**config.mk**
```make
export PLATFORM = sky130hd
export DESIGN_NAME = bin_enc_flat
export DESIGN_NICKNAME = d
export VERILOG_FILES = /design/src/rtl/bin_enc_if.sv /design/src/rtl/bin_enc.sv /design/src/flat_wrapper.sv
export SDC_FILE = /design/constraint.sdc
export NUM_CORES = 1
export LEC_CHECK = 0
export CAP_MARGIN = 0
export CORE_AREA = 2 2 39 41
export CTS_CLUSTER_DIAMETER = 30
export CTS_CLUSTER_SIZE = 8
export DETAILED_ROUTE_END_ITERATION = 8
export DIE_AREA = 0 0 41 43
export HOLD_SLACK_MARGIN = 0.06
export PLACE_DENSITY = 0.69
export SLEW_MARGIN = 20
export SYNTH_ARGS = -nofsm -noshare
export SYNTH_HDL_FRONTEND = slang
export SYNTH_SLANG_ARGS = --single-unit
```
**constraint.sdc**
```tcl
create_clock -name clk -period 1.7 [get_ports clk]
set_clock_uncertainty 0.2 [all_clocks]
set_input_delay 0.17 -clock clk [delete_from_list [all_inputs] [get_ports clk]]
set_output_delay 0.17 -clock clk [all_outputs]
set_load 0.005 [all_outputs]
```
**src/rtl/bin_enc_if.sv**
```systemverilog
// Request/result handshake bundle for bin_enc; slave is the encoder's view, master the
// producer/consumer's. Widths follow OUT, with IN = 1 << OUT.
`ifndef HIGH
`define HIGH 1'b1
`endif
`ifndef LOW
`define LOW 1'b0
`endif

interface bin_enc_if #(
  parameter int OUT = 4
) ();
  localparam int IN = 1 << OUT;

  logic [IN-1:0]  in;
  logic           in_valid;
  logic           in_ready;
  logic [OUT-1:0] out;
  logic           out_zero;
  logic           out_valid;
  logic           out_ready;

  modport slave (
    input  in, in_valid, out_ready,
    output in_ready, out, out_zero, out_valid
  );

  modport master (
    output in, in_valid, out_ready,
    input  in_ready, out, out_zero, out_valid
  );
endinterface

```
**src/rtl/bin_enc.sv**
```systemverilog
// Binary encoder with a one-entry output register: 1-cycle latency, in_ready = !out_valid || out_ready.
// Build option BIN_ENC_RR_EN selects round-robin grant; otherwise the lowest active index wins.
`ifndef HIGH
`define HIGH 1'b1
`endif

module bin_enc #(
  parameter int   OUT = 4,
  parameter logic ACT = `HIGH,
  parameter int   IN  = 1 << OUT
) (
  input  logic     clk,
  input  logic     reset_,
  bin_enc_if.slave bus
);

  typedef enum logic {EMPTY, FULL} state_t;

  state_t         state_q, state_d;
  logic [OUT-1:0] out_q, out_d;
  logic           zero_q, zero_d;
  logic [IN-1:0]  act_vec;
  logic           any_act;
  logic [OUT-1:0] grant;
  logic           accept;

  assign act_vec       = ACT ? bus.in : ~bus.in;
  assign any_act       = |act_vec;
  assign bus.out_valid = (state_q == FULL);
  assign bus.in_ready  = (state_q == EMPTY) || bus.out_ready;
  assign bus.out       = out_q;
  assign bus.out_zero  = zero_q;
  assign accept        = bus.in_valid && bus.in_ready;

`ifdef BIN_ENC_RR_EN
  logic [OUT-1:0] ptr_q, ptr_d;

  // Scan downward from the farthest offset so the nearest active bit at/after ptr wins;
  // the OUT-bit sum wraps IN-1 back to 0 for free.
  always_comb begin
    logic [OUT-1:0] idx;
    grant = '0;
    idx   = '0;
    for (int k = IN - 1; k >= 0; k--) begin
      idx = ptr_q + OUT'(k);
      if (act_vec[idx]) grant = idx;
    end
  end
`else
  always_comb begin
    grant = '0;
    for (int k = IN - 1; k >= 0; k--) begin
      if (act_vec[k]) grant = OUT'(k);
    end
  end
`endif

  always_comb begin
    state_d = state_q;
    out_d   = out_q;
    zero_d  = zero_q;
`ifdef BIN_ENC_RR_EN
    ptr_d   = ptr_q;
`endif
    if (accept) begin
      state_d = FULL;
      out_d   = any_act ? grant : '0;
      zero_d  = !any_act;
`ifdef BIN_ENC_RR_EN
      if (any_act) ptr_d = grant + OUT'(1);
`endif
    end else if (bus.out_ready) begin
      state_d = EMPTY;
    end
  end

  always_ff @(posedge clk or negedge reset_) begin
    if (!reset_) begin
      state_q <= EMPTY;
      out_q   <= '0;
      zero_q  <= 1'b0;
`ifdef BIN_ENC_RR_EN
      ptr_q   <= '0;
`endif
    end else begin
      state_q <= state_d;
      out_q   <= out_d;
      zero_q  <= zero_d;
`ifdef BIN_ENC_RR_EN
      ptr_q   <= ptr_d;
`endif
    end
  end

endmodule

```
**src/flat_wrapper.sv**
```systemverilog
// flat-port wrapper written by rule: the top's interface ports become plain ports
module bin_enc_flat 
#(
  parameter int   OUT = 4,
  parameter logic ACT = `HIGH,
  parameter int   IN  = 1 << OUT
)
  (clk, reset_, bus_in, bus_in_valid, bus_out_ready, bus_in_ready, bus_out, bus_out_zero, bus_out_valid);
  bin_enc_if #(.OUT(OUT)) bus_i ();
  input  logic clk;
  input  logic reset_;
  input wire logic [$bits(bus_i.in)-1:0] bus_in;
  input wire logic [$bits(bus_i.in_valid)-1:0] bus_in_valid;
  input wire logic [$bits(bus_i.out_ready)-1:0] bus_out_ready;
  output wire logic [$bits(bus_i.in_ready)-1:0] bus_in_ready;
  output wire logic [$bits(bus_i.out)-1:0] bus_out;
  output wire logic [$bits(bus_i.out_zero)-1:0] bus_out_zero;
  output wire logic [$bits(bus_i.out_valid)-1:0] bus_out_valid;
  assign bus_i.in = bus_in;
  assign bus_i.in_valid = bus_in_valid;
  assign bus_i.out_ready = bus_out_ready;
  assign bus_in_ready = bus_i.in_ready;
  assign bus_out = bus_i.out;
  assign bus_out_zero = bus_i.out_zero;
  assign bus_out_valid = bus_i.out_valid;
  bin_enc #(.OUT(OUT), .ACT(ACT), .IN(IN)) u_core (.clk(clk), .reset_(reset_), .bus(bus_i));
endmodule
```
==> flow_summary.yaml <==
worst_setup_path:
  crit_end: "bus_in_ready"
  worstSetupPathType: "in -> out"
  arrival_ps: 1240
  critPathTopFamily: "buffers and inverters"
  cp-start-kind: "input port"
  r2r_start: "u_core.bus.out_valid"
  slowest_delay_ps: 500
  rrSetupSlack_ps: 420
  cp_num_buf_inv: 2
  slowest_stage: "clkdlybuf4s50_1"
  cp_num_cells: 3
  worstPathRequired_ps: 1330
  setup.worst_path.end_class: "output port"
  path_cells: "clkdlybuf4s50_1 -> nand2b_4 -> clkdlybuf4s50_1"
  critPathMaxFanout: 3
  cp_common_cell: "clkdlybuf4s50_1"
  timing.rr.end: "u_core.bus.out[0]"
  startpoint: "bus_out_ready"
  rr_worst_depth: 3
place:
  hpwl_um: 857
  gp_congestion: 0.750
  port_buffers: 26
cts:
  cts_tree: "built"
  h-tree-depth: 1
  cts.sinks: 6
  post_cts_buffers: 0
  cts_buffer_depth: 2
  clock_insertion_delay_worst_skew_ps: 240
  cts_inserted_buffers: 3
  path_clk_slew_ps: 40
  cts-root-buf: "clkbuf_4"
yosys:
  yosys.area.top_type: "dfrtp_1"
  ys_types: 23
  synth_ff_type: "dfrtp_1"
  synth_top_area_share_pct: 38.6
  syn_avg_cell_area_um2: 8.46
  synth_nets: 66
  seq_area_frac_synth_pct: 38.6
  synthMostInstantiatedCell: "dfrtp_1"
  ys_ff_latch: 6
  syn_area_um2: 389
  synth_edf_count: 0
  synthArstFlopShare_pct: 100
  synthTopCellsByCount: "6 x dfrtp_1, 5 x nor2_1, 4 x nand2_1"
  netlist_instances: 46
  synthTopCellsByArea: "dfrtp_1 39%, nand2b_1 4.8%, nor2_1 4.8%"
  ys_warn_count: 0
floorplan:
  initial_core_util_pct: 28.1
  die-area_um2: 1760
  die_h_um: 43
  die_w_um: 41
  rows: 14
  num_io_pins: 27
  coreArea_um2: 1380
run_status:
  status: "finished clean"
grt:
  grt_pass1_vias: 409
  grt_pass1_wl_mm: 1.55
  busiest_layer: "met2"
  grt_max_degree: 10
  use_met2_pct: 19.4
  grt_antenna_before_repair: 0
  grt_use_met1_pct: 15.3
  track_usage_pct: 13.1
  overflow: 0
  use_met3_pct: 6.28
timing:
  fmax_mhz: 619
  min_period_ps: 1610
  drv_slew: 0
  tightest_slew_ps: 356
  fin_crit_sh_pct: 95.0
  tns_ps: 0
  setup_violations: 0
  rsz0062_at_grt: "no"
  hold_violations: 0
  relSlewSlack_pct: 76.1
route:
  drtPass1Iterations: 4
  vias: 459
  viasPerCell: 4.68
  drt_iter0_drc: 3
  wl_per_cell_um: 10.5
  ant_nets: 0
  totalWireLength_mm: 1.03
  drc_errors: 0
pwr:
  p_leak_uw: 0.000316
  power.total_uw: 411
  powerDensity_nw_per_um2: 545
  peakVddDrop_mv: 0.457
finish:
  synthToLayoutAreaGrowth_pct: 93.9
  drive_gt1_share_pct: 17.1
  ff_latch_area_um2: 150
  fillCellCount: 136
  multi_input_area_um2: 239
  nets: 104
  n_antenna_cell: 0
min_path:
  worstHoldPathType: "reg -> reg"
  min-delay-start: "u_core.bus.out[3]"
job:
  maxCapViolCount: 0
## cell usage in the layout (no fill, tap or decap)
master,n
o21ai_1,3
nor2_1,5
nor2b_1,2
dfrtp_1,6
nand3_1,1
a21oi_1,3
a22o_1,1
nand2_2,1
nand2b_4,1
o31ai_1,1
o211ai_1,1
o31a_1,1
nor4_2,1
inv_1,2
a211o_2,1
a21o_1,1
buf_4,6
clkdlybuf4s50_1,26
nor3b_1,1
clkbuf_4,3
dlygate4sd3_1,1
nor2_2,1
o41ai_1,1
mux2_1,1
nor3_1,2
nand2_1,4
nand2b_1,2
nor4_1,3
## routing by layer
metal  routed length (um)  part of all wire (%)
met1                  444                    43
met5                    0                     0
met4                    0                     0
met2                  515                    50
met3                   71                   6.9
## cell families (layout without fill, tap and decap cells)
family                 count (synthesis)  after routing  synth area share [%]
flip-flops                             6              6                  38.6
AND/OR/NAND/NOR                       24             24                  33.8
AO/OA/AOI/OAI                         13             13                  22.8
buffers and inverters                  2             38                  1.93
multiplexers                           1              1                  2.89
## worst min-delay path by stage
| stage | to | slack (ps) | cells after the start |
|---|---|---|---|
| 2_1_floorplan | u_core.bus.out[0] | -330 | 0 |
| 3_3_place_gp | u_core.bus.out_valid | 230 | 1 |
| 3_5_place_dp | u_core.bus.out[2] | 230 | 1 |
| 4_1_cts | u_core.bus.out[3] | 290 | 1 |
| 5_1_grt | u_core.bus.out[0] | 310 | 2 |
| 6_report | u_core.bus.out[3] | 280 | 1 |
## report_power, final
group,total (uW),internal [uW],switching (uW)
logic,126,82.5,43.2
clock network,129,79.7,49.0
registers,157,152,5.10
## cell type report
class / instances / area share [%]
timing repair buffer: 33 / 41.8
multi-input combinational: 38 / 31.7
sequential: 6 / 19.9
clock buffer: 3 / 2.99
tap: 16 / 2.65
inverter: 2 / 0.995
## repair_timing
item,4_1_cts,5_1_grt
gates resized for setup,0,1
hold endpoints to repair,6,0
hold buffers,1,0
endpoints found under the setup margin,0,1
## per-stage QoR
step                cell area (um^2)  cells  setup slack (ps)  hold WS (ps)  utilization, %
floorplan                        389     46               441          -326               -
global placement                 714     94             -96.9           232            51.6
detailed placement               714     94              -133           230            51.6
CTS                              747     98              44.7           287            54.0
global route                     754     98              21.4           314            54.5
finish                           754     98              85.4           279            54.5
## registers in the layout, indices dropped and copies added (netlist names)
name and flops:
u_core.bus.out 4, u_core.bus.out_valid 1, u_core.bus.out_zero 1
Note: power is estimated with default switching activity, not from simulation.
